===== src/rtl/exp_taylor_sequencer_if.sv =====
// Handshake and shared-FP-unit bus for exp_taylor_sequencer.
// slave: the sequencer side; master: requester plus external multiplier/adder.
interface exp_taylor_sequencer_if;
   logic        start;
   logic [31:0] x_in;
   logic        busy;
   logic        done;
   logic [31:0] result;
   logic [31:0] mul_a;
   logic [31:0] mul_b;
   logic [31:0] mul_p;
   logic [31:0] add_a;
   logic [31:0] add_b;
   logic        add_op;
   logic [31:0] add_s;

   modport slave (
      input  start, x_in, mul_p, add_s,
      output busy, done, result, mul_a, mul_b, add_a, add_b, add_op
   );

   modport master (
      output start, x_in, mul_p, add_s,
      input  busy, done, result, mul_a, mul_b, add_a, add_b, add_op
   );
endinterface


===== src/rtl/exp_taylor_sequencer.sv =====
// Evaluates e^x as a truncated Taylor series on one shared FP multiplier and adder.
// Optional macro EXP_SPECIAL_EN: NaN/+Inf/-Inf inputs bypass the series in INIT.
module exp_taylor_sequencer #(
   parameter int N_TERMS = 6
) (
   input logic                   i_clk,
   input logic                   i_rst_n,
   exp_taylor_sequencer_if.slave io_bus
);

   generate
      if (N_TERMS < 2 || N_TERMS > 8) begin : g_bad_terms
         $error("N_TERMS must be in 2..8");
      end
   endgenerate

   localparam logic [31:0] FP_ONE = 32'h3F800000;
   localparam logic [2:0]  K_LAST = 3'(N_TERMS - 1);

   typedef enum logic [2:0] {
      IDLE,
      INIT,
      MUL_X,
      MUL_R,
      ACC,
      FIN
   } state_t;

   state_t      r_state;
   logic [31:0] r_x;
   logic [31:0] r_term;
   logic [31:0] r_sum;
   logic [2:0]  r_k;
   logic        r_busy;
   logic        r_done;
   logic [31:0] r_result;

   logic [31:0] w_mul_a;
   logic [31:0] w_mul_b;
   logic [31:0] w_add_a;
   logic [31:0] w_add_b;
   logic        w_special;
   logic [31:0] w_special_val;

   // 1/k constants so the term recurrence needs no divider
   function automatic logic [31:0] f_recip(input logic [2:0] k);
      case (k)
         3'd2:    f_recip = 32'h3F000000;
         3'd3:    f_recip = 32'h3EAAAAAB;
         3'd4:    f_recip = 32'h3E800000;
         3'd5:    f_recip = 32'h3E4CCCCD;
         3'd6:    f_recip = 32'h3E2AAAAB;
         3'd7:    f_recip = 32'h3E124925;
         default: f_recip = 32'h00000000;
      endcase
   endfunction

`ifdef EXP_SPECIAL_EN
   logic w_exp_ff;
   logic w_is_nan;
   assign w_exp_ff  = (r_x[30:23] == 8'hFF);
   assign w_is_nan  = w_exp_ff && (r_x[22:0] != 23'd0);
   assign w_special = w_exp_ff;
   always_comb begin
      w_special_val = 32'h00000000;
      if (w_is_nan)
         w_special_val = 32'h7FC00000;
      else if (!r_x[31])
         w_special_val = 32'h7F800000;
   end
`else
   assign w_special     = 1'b0;
   assign w_special_val = 32'h00000000;
`endif

   always_comb begin
      w_mul_a = 32'd0;
      w_mul_b = 32'd0;
      w_add_a = 32'd0;
      w_add_b = 32'd0;
      case (r_state)
         INIT: begin
            if (!w_special) begin
               w_add_a = FP_ONE;
               w_add_b = r_x;
            end
         end
         MUL_X: begin
            w_mul_a = r_term;
            w_mul_b = r_x;
         end
         MUL_R: begin
            w_mul_a = r_term;
            w_mul_b = f_recip(r_k);
         end
         ACC: begin
            w_add_a = r_sum;
            w_add_b = r_term;
         end
         default: ;
      endcase
   end

   assign io_bus.mul_a  = w_mul_a;
   assign io_bus.mul_b  = w_mul_b;
   assign io_bus.add_a  = w_add_a;
   assign io_bus.add_b  = w_add_b;
   assign io_bus.add_op = 1'b1;
   assign io_bus.busy   = r_busy;
   assign io_bus.done   = r_done;
   assign io_bus.result = r_result;

   always_ff @(posedge i_clk or negedge i_rst_n) begin
      if (!i_rst_n) begin
         r_state  <= IDLE;
         r_x      <= 32'd0;
         r_term   <= 32'd0;
         r_sum    <= 32'd0;
         r_k      <= 3'd0;
         r_busy   <= 1'b0;
         r_done   <= 1'b0;
         r_result <= 32'd0;
      end else begin
         r_done <= 1'b0;
         case (r_state)
            IDLE: begin
               if (io_bus.start) begin
                  r_x     <= io_bus.x_in;
                  r_busy  <= 1'b1;
                  r_state <= INIT;
               end
            end
            INIT: begin
               if (w_special) begin
                  r_sum   <= w_special_val;
                  r_busy  <= 1'b0;
                  r_state <= FIN;
               end else begin
                  r_sum  <= io_bus.add_s;
                  r_term <= r_x;
                  r_k    <= 3'd2;
                  // two-term series is complete after 1 + x
                  if (N_TERMS == 2) begin
                     r_busy  <= 1'b0;
                     r_state <= FIN;
                  end else begin
                     r_state <= MUL_X;
                  end
               end
            end
            MUL_X: begin
               r_term  <= io_bus.mul_p;
               r_state <= MUL_R;
            end
            MUL_R: begin
               r_term  <= io_bus.mul_p;
               r_state <= ACC;
            end
            ACC: begin
               r_sum <= io_bus.add_s;
               if (r_k == K_LAST) begin
                  r_busy  <= 1'b0;
                  r_state <= FIN;
               end else begin
                  r_k     <= r_k + 3'd1;
                  r_state <= MUL_X;
               end
            end
            FIN: begin
               r_result <= r_sum;
               r_done   <= 1'b1;
               r_state  <= IDLE;
            end
            default: r_state <= IDLE;
         endcase
      end
   end

endmodule


===== src/flat_wrapper.sv =====
// flat-port wrapper written by rule: the top's interface ports become plain ports
module exp_taylor_sequencer_flat 
#(
   parameter int N_TERMS = 6
)
  (i_clk, i_rst_n, io_bus_start, io_bus_x_in, io_bus_mul_p, io_bus_add_s, io_bus_busy, io_bus_done, io_bus_result, io_bus_mul_a, io_bus_mul_b, io_bus_add_a, io_bus_add_b, io_bus_add_op);
  exp_taylor_sequencer_if io_bus_i ();
  input logic i_clk;
  input logic i_rst_n;
  input wire logic [$bits(io_bus_i.start)-1:0] io_bus_start;
  input wire logic [$bits(io_bus_i.x_in)-1:0] io_bus_x_in;
  input wire logic [$bits(io_bus_i.mul_p)-1:0] io_bus_mul_p;
  input wire logic [$bits(io_bus_i.add_s)-1:0] io_bus_add_s;
  output wire logic [$bits(io_bus_i.busy)-1:0] io_bus_busy;
  output wire logic [$bits(io_bus_i.done)-1:0] io_bus_done;
  output wire logic [$bits(io_bus_i.result)-1:0] io_bus_result;
  output wire logic [$bits(io_bus_i.mul_a)-1:0] io_bus_mul_a;
  output wire logic [$bits(io_bus_i.mul_b)-1:0] io_bus_mul_b;
  output wire logic [$bits(io_bus_i.add_a)-1:0] io_bus_add_a;
  output wire logic [$bits(io_bus_i.add_b)-1:0] io_bus_add_b;
  output wire logic [$bits(io_bus_i.add_op)-1:0] io_bus_add_op;
  assign io_bus_i.start = io_bus_start;
  assign io_bus_i.x_in = io_bus_x_in;
  assign io_bus_i.mul_p = io_bus_mul_p;
  assign io_bus_i.add_s = io_bus_add_s;
  assign io_bus_busy = io_bus_i.busy;
  assign io_bus_done = io_bus_i.done;
  assign io_bus_result = io_bus_i.result;
  assign io_bus_mul_a = io_bus_i.mul_a;
  assign io_bus_mul_b = io_bus_i.mul_b;
  assign io_bus_add_a = io_bus_i.add_a;
  assign io_bus_add_b = io_bus_i.add_b;
  assign io_bus_add_op = io_bus_i.add_op;
  exp_taylor_sequencer #(.N_TERMS(N_TERMS)) u_core (.i_clk(i_clk), .i_rst_n(i_rst_n), .io_bus(io_bus_i));
endmodule

===== config.mk =====
export PLATFORM = sky130hd
export DESIGN_NAME = exp_taylor_sequencer_flat
export DESIGN_NICKNAME = d
export VERILOG_FILES = /design/src/rtl/exp_taylor_sequencer_if.sv /design/src/rtl/exp_taylor_sequencer.sv /design/src/flat_wrapper.sv
export SDC_FILE = /design/constraint.sdc
export NUM_CORES = 1
export LEC_CHECK = 0
export BUFFER_PORTS_ARGS = -buffer_cell sky130_fd_sc_hd__buf_2
export CAP_MARGIN = 5
export CORE_MARGIN = 4
export CORE_UTILIZATION = 49
export CTS_CLUSTER_DIAMETER = 120
export DETAILED_ROUTE_END_ITERATION = 16
export PLACE_DENSITY = 0.86
export SLEW_MARGIN = 25
export SYNTH_ARGS = -nofsm -noshare
export SYNTH_HDL_FRONTEND = slang
export SYNTH_SLANG_ARGS = --single-unit

===== constraint.sdc =====
create_clock -name i_clk -period 2.1 [get_ports i_clk]
set_input_delay 0.315 -clock i_clk [delete_from_list [all_inputs] [get_ports i_clk]]
set_output_delay 0.315 -clock i_clk [all_outputs]
set_load 0.005 [all_outputs]

==> Word-level counts from Yosys, hierarchy flattened <==
Cells that the tools add are included.
W data, S select, Z words.
{ "classes": {"addsub": 1, "n_mux": 15, "eq_ne": 14, "reduce_logical": 9} }
{ "ops": {"columns": ["operator", "count"], "rows": [
  ["$pmux W32 S2", 4],
  ["$pmux W30 S6", 1],
  ["$mux W32", 1],
  ["$eq A3 B3 Y1 const B", 6],
  ["$pmux W3 S5", 1],
  ["$eq A3 B2 Y1 const B", 4],
  ["$mux W3", 3],
  ["$pmux W3 S2", 1],
  ["$reduce_bool A2 Y1", 3],
  ["$ne A2 B2 Y1 const B", 2],
  ["$reduce_and A2 Y1", 2],
  ["$reduce_or A2 Y1", 2],
  ["$add A3 B1 Y3 const B", 1],
  ["$eq A3 B1 Y1 const B", 1],
  ["$logic_not A3 Y1", 1],
  ["$mux W1", 3],
  ["$reduce_and A3 Y1", 1],
  ["$ne A2 B1 Y1 const B", 1],
  ["$pmux W1 S2", 1]
]} }
{ "word_totals": {"ff_bits": 136, "word_cells": 47, "out_inout_bits": 163, "in_bits": 99} }

==> Logic depth before layout (Yosys ltp) <==
Gate-level depths: netlist of the first run.
{ "depth": {"word_depth": 3, "depth_mapped": 6, "ltp_nobuf": 5} }

==> Least setup slack after synthesis of the first run <==
No wires, ideal clock.
{ "synth_path": {"path_kind": "register to output", "from": "reg u_core.r_state[2]", "to": "out io_bus_mul_b[24]", "path_buffers": 3, "setup_slack_ns": 0.453, "arrival_time_ns": 1.332, "required_ns": 1.785, "stages_incl_launch_ff": 7, "path_cell_list": "dfrtp_1 -> buf_4 -> buf_2 -> nand3b_4 -> nor2_1 -> buf_2 -> a32o_1"} }
{ "synth_via": {"elab_chain_cells": 2, "elab_cells_between_ends": 3} }
{ "synth_rtl": {"columns": ["item", "line", "text"], "rows": [
  ["from (decl)", "exp_taylor_sequencer.sv:29", "state_t r_state;"],
  ["from (signal assigned)", "exp_taylor_sequencer.sv:115", "r_state <= IDLE;"],
  ["from (signal assigned)", "exp_taylor_sequencer.sv:130", "r_state <= INIT;"],
  ["from (signal assigned)", "exp_taylor_sequencer.sv:137", "r_state <= FIN;"],
  ["$eq A3 B2 Y1", "exp_taylor_sequencer.sv:81", "case (r_state)"],
  ["$pmux W32 S2 *", "exp_taylor_sequencer.sv:81", null],
  ["to (decl)", "flat_wrapper.sv:18", "output wire logic [$bits(io_bus_i.mul_b)-1:0] io_bus_mul_b;"]
]} }
Every way passes the cells marked *; elsewhere a longest branch is shown, timed or not.

==> Final worst setup path of the first run <==
{ "layout_path": {"from": "reg u_core.r_state[0]", "to": "out io_bus_add_b[10]"} }
{ "layout_via": {"elab_chain_cells": 2, "elab_cells_between_ends": 3} }
{ "layout_rtl": {"columns": ["item", "line", "text"], "rows": [
  ["$eq A3 B3 Y1 / $eq A3 B1 Y1 (equally long branches)", "exp_taylor_sequencer.sv:81", null],
  ["$pmux W32 S2 *", "exp_taylor_sequencer.sv:81", null],
  ["to (decl)", "flat_wrapper.sv:20", "output wire logic [$bits(io_bus_i.add_b)-1:0] io_bus_add_b;"]
]} }
Marks and branches as above.

==> out/summary.json, run 1 <==
{
  "run_status": {
    "status": "complete, but fails checks",
    "violations": "negative setup slack"
  },
  "floorplanning": {
    "boundaryPins": 262,
    "core.rowCount": 42,
    "initial_core_utilization": 0.500,
    "die_area_um2": 15400,
    "core_um2": 13200,
    "fp.dieH_um": 124,
    "die_width_um": 124
  },
  "pwr": {
    "pwr_density_cell_nw_per_um2": 1790,
    "power_leakage_nw": 5.27,
    "peakVddDrop_mv": 0.927
  },
  "sta": {
    "shortest_clock_period_the_worst_path_allows_after_layout_ns": 2.31,
    "worst_slew_margin_rel": 0.630,
    "slew_viol_final": 0,
    "hold_viol": 0,
    "tightest_slew_ns": 0.555,
    "fin_crit_sh": 1.10,
    "report.final.setup_viol": 121,
    "fin_ws_ns": -0.210,
    "fin_worst_skew_ns": 0.00619,
    "rsz0062_at_grt": "true",
    "timing.fmax_mhz": 433
  },
  "worst_setup_path": {
    "timing.critical_path.required_ns": 1.78,
    "critPathCaptureType": "output port",
    "cp_slowest_stage_delay_ns": 0.41,
    "crit_fanout": 6,
    "r2r_cells": 7,
    "critical_path.cell_chain": "buf_8 -> buf_6 -> nor3b_4 -> buf_6 -> buf_2 -> a22o_1 -> buf_2",
    "timing.critical_path.from_type": "register",
    "timing.setup.critical_path_class": "reg2out",
    "worstPathArrival_ns": 2.00,
    "path_delay_family": "buffers and inverters",
    "crit_buf_inv": 5,
    "cp_num_cells": 7,
    "cpMaxStageDelayCell": "dfrtp_1"
  },
  "hold_path": {
    "timing.hold.worst_path_depth": 2,
    "hold_path_class": "in2reg"
  },
  "global_routing": {
    "grt_first_pass_wirelength_um": 34700,
    "grt_start_max_net_pins": 56,
    "grt.total_usage": 0.304,
    "antenna_found_initial": 0,
    "grt_remaining_overflow": 0,
    "grt_pass1_vias": 6195
  },
  "cells_and_area": {
    "final_core_util": 0.798,
    "area_growth_syn_to_layout_pct": 59.6,
    "layout.nets": 988,
    "final_cell_mix": "196 x buf_2, 132 x dfrtp_1, 89 x buf_6",
    "drive_above_1_share": 0.646,
    "num-fill-cells": 685,
    "layout.cells.most_common": "buf_2",
    "fin_cells": 1073
  },
  "placement": {
    "placed_cells": 978,
    "placement.setup.worst_slack_ns": -0.0574,
    "dp_hpwl_um": 13600,
    "io_buffers": 260,
    "gpl.final_weighted_congestion": 0.839
  },
  "logic_synthesis": {
    "number_of_register_bits_inferred_by_synthesis": 136,
    "synth_largest_type_area_fraction": 0.516,
    "post_synth.cell_area_avg_um2": 11.9,
    "synthDominantAreaCellType": "dfrtp_1",
    "sequential_fraction_of_the_synthesis_area": 0.516,
    "yosys_cell_types": 39,
    "post_synth_instance_area_um2": 6600,
    "yosysWarnings": 0,
    "mappedNetlistNets": 660,
    "syn_inst": 555,
    "ys_top_cells_by_area": "dfrtp_1 52%, mux2_2 14%, and2_1 5.9%"
  },
  "routing": {
    "drt.antenna.violating_nets": 0,
    "vias_per_cell": 6.00,
    "wirelength_um": 26700,
    "dr_total_vias": 6443,
    "wire_per_inst_um": 24.9,
    "drt-pass1-iter-count": 7,
    "route.detailed.drc": 0,
    "drt_iter0_drc": 712
  },
  "flow_run": {
    "drv.max_cap_violation_count": 0
  },
  "cts": {
    "numCtsBuffers": 17,
    "cts-root-buf": "clkbuf_16",
    "clockBufferDepth": 2,
    "h-tree-depth": 4,
    "path_clk_slew_ns": 0.06,
    "cts_tree": "yes",
    "insertion_delay_ns": 0.42,
    "clkSinkCount": 136
  }
}
## synth_stat cells
library cell,count
dfrtp_1,136
mux2_2,83
and2_1,62
nand2_1,37
a22o_1,35
o21ai_0,35
a22oi_1,32
a21o_1,20
clkbuf_1,20
buf_2,19
o21a_1,11
mux2_4,10
ha_1,6
nor2_1,6
inv_1,5
buf_6,4
mux2_1,4
buf_4,3
a211oi_1,2
a221o_1,2
a31oi_1,2
nor2b_1,2
nor3_1,2
xnor2_1,2
a211o_1,1
a21oi_1,1
a32o_1,1
buf_1,1
conb_1,1
mux2i_1,1
nand2_2,1
nand2b_1,1
nand3_1,1
nand3b_4,1
nor3b_1,1
nor3b_2,1
nor4b_4,1
o21bai_1,1
o2bb2ai_1,1
## area by class of cell
class	instances	area, µm²	share of cell area
antenna	1	2.50	0.000238
clock buffer	20	467	0.0443
clock inverter	12	124	0.0118
inverter	5	21.3	0.00202
multi-input combinational	367	3320	0.316
sequential	136	3410	0.324
tap	176	220	0.0209
timing repair buffer	356	2960	0.281
## cell families after synthesis
family	synth area share
AND/OR/NAND/NOR	0.0990
AO/OA/AOI/OAI	0.158
multiplexers	0.173
other	0.000569
adder cells (fa/ha/maj)	0.0114
XOR/XNOR	0.00266
flip-flops	0.516
buffers and inverters	0.0395
## metal layers
metal	part of all wire	GRT usage	vias to the layer above	routed length [µm]
li1	-	-	2640	-
met1	0.35	0.357	3168	9450
met2	0.48	0.478	511	12900
met3	0.11	0.119	124	2980
met4	0.053	0.172	0	1410
met5	0	0	-	0
## where the power goes
part	leakage (nW)	internal, mW	total, mW	switching, mW
logic	3.34	5.94	10.6	4.67
registers	1.63	3.97	5.24	1.27
clock network	0.296	1.84	2.98	1.14
## final timing paths
check	startpoint	endpoint	slack, ns
setup / recovery	u_core.r_state[0]	io_bus_add_b[10]	-0.21
hold / removal	io_bus_x_in[5]	u_core.r_x[5]	0.12
setup reg to reg	u_core.r_state[2]	u_core.r_x[14]	0.02
hold reg to reg	u_core.io_bus.busy	u_core.io_bus.busy	0.48
max in group asynchronous	i_rst_n	u_core.io_bus.result[5]	0.99
min in group asynchronous	i_rst_n	u_core.io_bus.result[26]	0.46
## registers in the layout (all words and copies together) (netlist names)
register	count
u_core.io_bus.busy	1
u_core.io_bus.done	1
u_core.io_bus.result	32
u_core.r_k	3
u_core.r_state	3
u_core.r_sum	32
u_core.r_term	32
u_core.r_x	32
## per-stage QoR
step,area [µm²],TNS [ns],total power [mW],hold WS (ns)
final,10500,-13.37,18.8,0.125
after global routing,10500,-21.07,19.6,0.104
after CTS,9760,-7.69,16.9,0.112
after detailed placement,8250,-0.209,11.9,0.316
after global placement,8240,-0.314,11.7,0.315
after floorplan,6600,0,8.97,0.0194
## timing repair
item,in CTS,in global routing
hold buffers,1,0
resized for setup,73,159
hold endpoints to repair,53,0
cloned,16,6
pin swaps,40,46
endpoints found under the setup margin,128,151
setup buffers,30,16
Power figures use the tool's default switching activity.
==> run 2: changes to the inputs <==
CORE_UTILIZATION = 53   (was 49)
PLACE_DENSITY = 0.91   (was 0.86)
clock period = 2.8 ns   (was 2.1 ns; I/O delays follow)
==> run 2 against run 1 <==
  * The flow now finishes without violations
  * Critical path type unchanged
  * Global-route usage down 3.3 points
  * Routed wire length down 27%
  * Sequential power down 25%
  * Worst hold slack better by 0.097 ns
  * Final cell count down 7.5%
  * Critical path depth down 2
  * Via count down 13%
==> out/summary.json, run 2 (synthesized netlist as in run 1, its figures left out) <==
{
  "global_routing": {
    "grt_remaining_overflow": {"value": 0, "change": "unchanged"},
    "grt_start_max_net_pins": {"value": 57, "change": "+1.8%"},
    "antenna_found_initial": {"value": 1, "change": "+1"},
    "grt_first_pass_wirelength": {"value": 30200, "unit": "µm", "change": "-13%"},
    "grt.total_usage": {"value": 0.271, "change": "-0.0335"},
    "grt_pass1_vias": {"value": 5714, "change": "-7.8%"}
  },
  "placement": {
    "gpl.final_weighted_congestion": {"value": 0.854, "change": "+1.8%"},
    "dp_hpwl": {"value": 14200, "unit": "µm", "change": "+4.4%"},
    "placed_cells": {"value": 959, "change": "-1.9%"},
    "placement.setup.worst_slack": {"value": 0.527, "unit": "ns", "change": "+0.584 ns"},
    "io_buffers": {"value": 260, "change": "unchanged"},
    "dpl_cell_area": {"value": 8100, "unit": "µm²", "change": "-1.8%"}
  },
  "worst_setup_path": {
    "timing.critical_path.from_type": "register",
    "timing.setup.critical_path_class": "reg2out",
    "r2r_slack": {"value": 0.50, "unit": "ns", "change": "+0.48 ns"},
    "worstPathArrival": {"value": 2.23, "unit": "ns", "change": "+0.23 ns"},
    "critPathCaptureType": "output port",
    "crit_buf_inv": {"value": 3, "change": "-2"},
    "cp_slowest_stage_delay": {"value": 0.52, "unit": "ns", "change": "+0.11 ns"},
    "timing.critical_path.required": {"value": 2.38, "unit": "ns", "change": "+0.60 ns"},
    "critical_path.cell_chain": "buf_4 -> nor3b_4 -> buf_4 -> a22o_1 -> buf_2",
    "timing.critical_path.mode_cell": "buf_4",
    "crit_fanout": {"value": 39, "change": "+33"},
    "cpMaxStageDelayCell": "dfrtp_2",
    "path_delay_family": "buffers and inverters"
  },
  "cells_and_area": {
    "final_core_util": {"value": 0.719, "change": "-0.0794"},
    "postLayoutCellArea": {"value": 8700, "unit": "µm²", "change": "-17%"},
    "num-fill-cells": {"value": 866, "change": "+26%"},
    "area_growth_syn_to_layout_pct": 32.0,
    "layout.nets": {"value": 916, "change": "-7.3%"},
    "layout.cells.most_common": "buf_2",
    "fin_cells": {"value": 993, "change": "-7.5%"},
    "drive_above_1_share": {"value": 0.507, "change": "-0.139"},
    "final_cell_mix": "259 x buf_2, 135 x dfrtp_1, 83 x mux2_2"
  },
  "floorplanning": {
    "die_width": {"value": 120, "unit": "µm", "change": "-3.6%"},
    "die_area": {"value": 14300, "unit": "µm²", "change": "-7.1%"},
    "initial_core_utilization": {"value": 0.545, "change": "+0.0445"},
    "fp.dieH": {"value": 120, "unit": "µm", "change": "-3.6%"},
    "boundaryPins": {"value": 262, "change": "unchanged"},
    "core": {"value": 12100, "unit": "µm²", "change": "-8.2%"},
    "core.rowCount": {"value": 40, "change": "-4.8%"}
  },
  "routing": {
    "drt-pass1-iter-count": {"value": 5, "change": "-2"},
    "dr_total_vias": {"value": 5587, "change": "-13%"},
    "wirelength": {"value": 19500, "unit": "µm", "change": "-27%"},
    "wire_per_inst": {"value": 19.6, "unit": "µm", "change": "-21%"},
    "drt_iter0_drc": {"value": 374, "change": "-47%"},
    "vias_per_cell": {"value": 5.63, "change": "-6.3%"},
    "route.detailed.drc": {"value": 0, "change": "unchanged"},
    "drt.antenna.violating_nets": {"value": 0, "change": "unchanged"}
  },
  "pwr": {
    "peakVddDrop": {"value": 0.760, "unit": "mV", "change": "-18%"},
    "power_leakage": {"value": 4.53, "unit": "nW", "change": "-14%"},
    "pwr_density_cell": {"value": 1270, "unit": "nW/µm²", "change": "-29%"},
    "pwr_total": {"value": 11.1, "unit": "mW", "change": "-41%"}
  },
  "sta": {
    "report.final.setup_viol": {"value": 0, "change": "-100%"},
    "final.setup.tns": {"value": 0, "unit": "ns", "change": "+13.37 ns"},
    "final.hold.worst_slack": {"value": 0.222, "unit": "ns", "change": "+0.0971 ns"},
    "hold_viol": {"value": 0, "change": "unchanged"},
    "fin_worst_skew": {"value": 0.0111, "unit": "ns", "change": "+0.00487 ns"},
    "rsz0062_at_grt": "false",
    "timing.fmax_mhz": 377,
    "shortest_clock_period_the_worst_path_allows_after_layout_ns": 2.65,
    "tightest_slew": {"value": 0.828, "unit": "ns", "change": "+0.272 ns"},
    "fin_ws": {"value": 0.148, "unit": "ns", "change": "+0.358 ns"},
    "worst_slew_margin_rel": {"value": 0.446, "change": "-0.184"},
    "fin_crit_sh": 0.947,
    "slew_viol_final": {"value": 0, "change": "unchanged"}
  },
  "cts": {
    "cts_tree": "yes",
    "h-tree-depth": {"value": 4, "change": "unchanged"},
    "cts-root-buf": "clkbuf_16",
    "path_clk_slew": {"value": 0.06, "unit": "ns", "change": "about the same"},
    "post_cts.repair.setup_buffers": {"value": 0, "change": "-100%"},
    "clockBufferDepth": {"value": 2, "change": "unchanged"},
    "clkSinkCount": {"value": 136, "change": "unchanged"},
    "numCtsBuffers": {"value": 17, "change": "unchanged"},
    "insertion_delay": {"value": 0.42, "unit": "ns", "change": "about the same"}
  },
  "run_status": {
    "status": "complete, no violations"
  },
  "hold_path": {
    "hold_path_class": "in2reg"
  },
  "flow_run": {
    "drv.max_cap_violation_count": {"value": 0, "change": "unchanged"}
  }
}
[run 2: cell types whose count changed in the layout (fill, tap and decap cells not counted), sizes merged]
cell | before | now
clkbuf | 25 | 19
bufbuf | 4 | 0
clkinvlp | 1 | 3
clkinv | 8 | 7
buf | 346 | 283
bufinv | 2 | 3
inv | 6 | 5
[run 2: path summary, 6_finish.rpt]
check,cells past startpoint,startpoint,to
max,5,u_core.r_state[1],io_bus_add_b[30]
min,2,io_bus_x_in[22],u_core.r_x[22]
max reg2reg,4,u_core.r_state[1],u_core.io_bus.result[12]
min reg2reg,1,u_core.io_bus.busy,u_core.io_bus.busy
max in group asynchronous,3,i_rst_n,u_core.r_term[7]
min in group asynchronous,2,i_rst_n,u_core.r_x[7]
[run 2: final cells by class]
type | instances | area, µm² | share of cell area
Clock inverter | 13 | 155 | 0.0178
Timing Repair Buffer | 284 | 1520 | 0.174
Multi-Input combinational cell | 367 | 2960 | 0.341
Sequential cell | 136 | 3400 | 0.391
Antenna cell | 1 | 2.50 | 0.000288
Tap cell | 168 | 210 | 0.0242
Inverter | 5 | 18.8 | 0.00216
Clock buffer | 19 | 433 | 0.0497
[run 2: what timing repair did]
item,4_1_cts,5_1_grt
resized for setup,0,1
endpoints found under the hold margin,53,0
hold buffers,1,0
setup endpoints to repair,0,1
[run 2: power breakdown]
group | total (mW) | internal, mW | switching, mW
clock network | 2.23 | 1.39 | 0.834
logic | 4.94 | 2.57 | 2.37
registers | 3.91 | 2.97 | 0.939
[run 2: worst reg2reg max path, stage by stage, from the launching register on]
cell and delay [ns]:
dfrtp_2 0.55, buf_4 0.46, nor2b_2 0.11, nand2_2 0.61, mux2_2 0.45
[run 2: routing by layer]
metal	up-vias	share of wire	GRT usage	routed length (µm)
met2	300	0.49	0.446	9510
met3	45	0.099	0.0924	1940
met4	0	0.030	0.122	586
met5	-	0	0	0
li1	2494	-	-	-
met1	2748	0.38	0.323	7480
==> run 3: changes to the inputs <==
CORE_UTILIZATION = 54   (was 53)
CTS_BUF_LIST = sky130_fd_sc_hd__clkbuf_4   (was default)
PLACE_DENSITY = 0.93   (was 0.91)
==> run 3 against run 2 <==
  * Sequential power decreased by 2%
  * First-iteration DRC count increased by 22%
  * Highest routed layer unchanged
  * Combinational power about the same
  * Worst hold slack got worse by 0.14 ns
  * Final area decreased by 3.4%
  * Clock skew decreased by 0.0014 ns
  * Routed wire length decreased by 3.5%
  * Final cell count decreased by 2.0%
  * Utilization decreased by 1.6 points
  * Total power decreased by 8.7%
  * Non-clock buffer count increased by 2
  * Via count decreased by 1.5%
==> out/summary.json, run 3 (synthesized netlist as in run 1, its figures left out) <==
{
  "run_status": {
    "status": "complete, no violations"
  },
  "placement": {
    "io_buffers": {"value": 260, "change": "unchanged"},
    "placement.setup.worst_slack": {"value": 0.501, "unit": "ns", "change": "-0.0260 ns"},
    "dpl_cell_area": {"value": 8080, "unit": "µm²", "change": "-0.29%"},
    "gpl.final_weighted_congestion": {"value": 0.834, "change": "-2.4%"},
    "dp_hpwl": {"value": 13700, "unit": "µm", "change": "-3.4%"}
  },
  "flow_run": {
    "drv.max_cap_violation_count": {"value": 0, "change": "unchanged"}
  },
  "global_routing": {
    "grt_start_max_net_pins": {"value": 72, "change": "+26%"},
    "grt_pass1_vias": {"value": 5703, "change": "-0.19%"},
    "grt_first_pass_wirelength": {"value": 29700, "unit": "µm", "change": "-1.6%"},
    "grt_remaining_overflow": {"value": 0, "change": "unchanged"},
    "antenna_found_initial": {"value": 0, "change": "-1"},
    "grt.total_usage": {"value": 0.269, "change": "-0.00217"}
  },
  "sta": {
    "hold_viol": {"value": 0, "change": "unchanged"},
    "report.final.setup_viol": {"value": 0, "change": "unchanged"},
    "slew_viol_final": {"value": 0, "change": "unchanged"},
    "rsz0062_at_grt": "false",
    "final.setup.tns": {"value": 0, "unit": "ns", "change": "unchanged"},
    "fin_worst_skew": {"value": 0.00969, "unit": "ns", "change": "-0.00137 ns"},
    "timing.fmax": {"value": 381, "unit": "MHz", "change": "+1.0%"},
    "fin_crit_sh": {"value": 0.938, "change": "-0.00961"},
    "fin_ws": {"value": 0.175, "unit": "ns", "change": "+0.0269 ns"},
    "tightest_slew": {"value": 0.683, "unit": "ns", "change": "-0.145 ns"},
    "worst_slew_margin_rel": {"value": 0.545, "change": "+0.0984"},
    "shortest_clock_period_the_worst_path_allows_after_layout": {"value": 2.63, "unit": "ns", "change": "-0.0269 ns"}
  },
  "routing": {
    "drt-pass1-iter-count": {"value": 8, "change": "+3"},
    "wire_per_inst": {"value": 19.3, "unit": "µm", "change": "-1.5%"},
    "vias_per_cell": {"value": 5.65, "change": "+0.50%"},
    "drt_iter0_drc": {"value": 455, "change": "+22%"},
    "wirelength": {"value": 18800, "unit": "µm", "change": "-3.5%"},
    "route.detailed.drc": {"value": 0, "change": "unchanged"},
    "dr_total_vias": {"value": 5502, "change": "-1.5%"},
    "drt.antenna.violating_nets": {"value": 0, "change": "unchanged"}
  },
  "cells_and_area": {
    "postLayoutCellArea": {"value": 8410, "unit": "µm²", "change": "-3.4%"},
    "final_core_util": {"value": 0.703, "change": "-0.0159"},
    "num-fill-cells": {"value": 869, "change": "+0.35%"},
    "layout.nets": {"value": 918, "change": "+0.22%"},
    "drive_above_1_share": {"value": 0.511, "change": "+0.00361"},
    "area_growth_syn_to_layout_pct": 27.5,
    "antenna_cells": {"value": 0, "change": "-1"},
    "layout.cells.most_common": "buf_2",
    "final_cell_mix": "259 x buf_2, 134 x dfrtp_1, 83 x mux2_2"
  },
  "cts": {
    "insertion_delay": {"value": 0.55, "unit": "ns", "change": "+0.13 ns"},
    "clkSinkCount": {"value": 136, "change": "unchanged"},
    "clockBufferDepth": {"value": 2, "change": "unchanged"},
    "cts_tree": "yes",
    "post_cts.repair.setup_buffers": {"value": 0, "change": "unchanged"},
    "cts-root-buf": "clkbuf_4",
    "h-tree-depth": {"value": 4, "change": "unchanged"},
    "path_clk_slew": {"value": 0.11, "unit": "ns", "change": "+0.05 ns"},
    "numCtsBuffers": {"value": 17, "change": "unchanged"}
  },
  "pwr": {
    "power.switching": {"value": 3.97, "unit": "mW", "change": "-4.2%"},
    "pwr_density_cell": {"value": 1200, "unit": "nW/µm²", "change": "-5.4%"},
    "peakVddDrop": {"value": 0.673, "unit": "mV", "change": "-12%"},
    "power.clock.fraction": {"value": 0.131, "change": "-0.070"},
    "pwr-share-comb": {"value": 0.490, "change": "+0.044"},
    "p_sw_frac": {"value": 0.393, "change": "+0.0183"},
    "power.share.sequential": {"value": 0.379, "change": "+0.026"},
    "cell_internal_pwr": {"value": 6.15, "unit": "mW", "change": "-11%"},
    "power_leakage": {"value": 4.41, "unit": "nW", "change": "-2.7%"}
  },
  "floorplanning": {
    "die_width": {"value": 119, "unit": "µm", "change": "-0.87%"},
    "boundaryPins": {"value": 262, "change": "unchanged"},
    "die_area": {"value": 14000, "unit": "µm²", "change": "-1.7%"},
    "core.rowCount": {"value": 40, "change": "unchanged"},
    "core": {"value": 12000, "unit": "µm²", "change": "-1.2%"},
    "fp.dieH": {"value": 119, "unit": "µm", "change": "-0.87%"},
    "initial_core_utilization": {"value": 0.551, "change": "+0.00684"}
  },
  "worst_setup_path": {
    "crit_fanout": {"value": 10, "change": "-74%"},
    "crit_buf_inv": {"value": 2, "change": "-1"},
    "timing.setup.critical_path_class": "reg2out",
    "timing.critical_path.mode_cell": "nor2_1",
    "r2r_cells": {"value": 5, "change": "+1"},
    "critical_path.cell_chain": "nor2_1 -> nor2_1 -> buf_4 -> a221o_1 -> buf_2",
    "timing.critical_path.from_type": "register",
    "timing.critical_path.required": {"value": 2.38, "unit": "ns", "change": "about the same"},
    "cp_slowest_stage_delay": {"value": 0.49, "unit": "ns", "change": "-0.03 ns"},
    "cp_num_cells": {"value": 5, "change": "unchanged"},
    "cpMaxStageDelayCell": "dfrtp_1",
    "worstPathArrival": {"value": 2.21, "unit": "ns", "change": "-0.02 ns"},
    "path_delay_family": "flip-flops",
    "critPathCaptureType": "output port"
  },
  "hold_path": {
    "hold_path_class": "in2reg",
    "timing.hold.worst_path_depth": {"value": 2, "change": "unchanged"}
  }
}
run 3: cell count changes in the layout (fill, tap and decap cells not counted), sizes merged:
cell      previous run  this run
diode                1         0
clkinv               7         9
clkbuf              19        18
buf                283       285
clkinvlp             3         2
run 3: power groups by stage:
| stage | sequential [mW] | combinational, mW | clock [mW] |
|---|---|---|---|
| floorplan | 3.54 | 3.19 | 0 |
| global placement | 3.78 | 4.80 | 0 |
| detailed placement | 3.85 | 4.94 | 0 |
| CTS | 3.81 | 4.96 | 1.37 |
| global route | 3.96 | 5.42 | 1.46 |
| finish | 3.83 | 4.95 | 1.33 |
run 3: path summary, 6_finish.rpt:
check	endpoint	slack [ns]	from
worst max-delay path	io_bus_mul_b[2]	0.17	u_core.r_k[2]
worst min-delay path	u_core.r_x[19]	0.08	io_bus_x_in[19]
worst max register to register	u_core.r_sum[12]	0.68	u_core.r_state[2]
worst min register to register	u_core.io_bus.busy	0.48	u_core.io_bus.busy
max in group asynchronous	u_core.r_k[2]	1.66	i_rst_n
min in group asynchronous	u_core.r_term[0]	0.43	i_rst_n
run 3: layout make-up:
| class | count | area [µm²] | area share |
|---|---|---|---|
| multi-input combinational | 367 | 2990 | 0.355 |
| inverter | 5 | 18.8 | 0.00223 |
| tap | 147 | 184 | 0.0219 |
| clock inverter | 14 | 158 | 0.0188 |
| clock buffer | 18 | 135 | 0.0161 |
| sequential | 136 | 3410 | 0.405 |
| timing repair buffer | 286 | 1520 | 0.181 |
run 3: repair_timing:
action	4_1_cts	5_1_grt
gates resized for setup	2	4
endpoints found under the hold margin	69	0
hold buffers	1	0
setup endpoints to repair	6	19
run 3: per-stage QoR:
stage | total power, mW | hold slack (ns) | std cells
global route | 10.8 | 0.0218 | 973
finish | 10.1 | 0.0821 | 973
CTS | 10.1 | 0.0284 | 973
global placement | 8.58 | 0.455 | 940
floorplan | 6.73 | 0.124 | 555
detailed placement | 8.79 | 0.468 | 940
run 3: metal layers:
metal,vias to the layer above,wire length [µm],global-route usage
met4,0,360,0.0970
met5,-,0,0
met1,2689,7160,0.306
met3,34,1870,0.0962
met2,280,9440,0.466
li1,2499,-,-
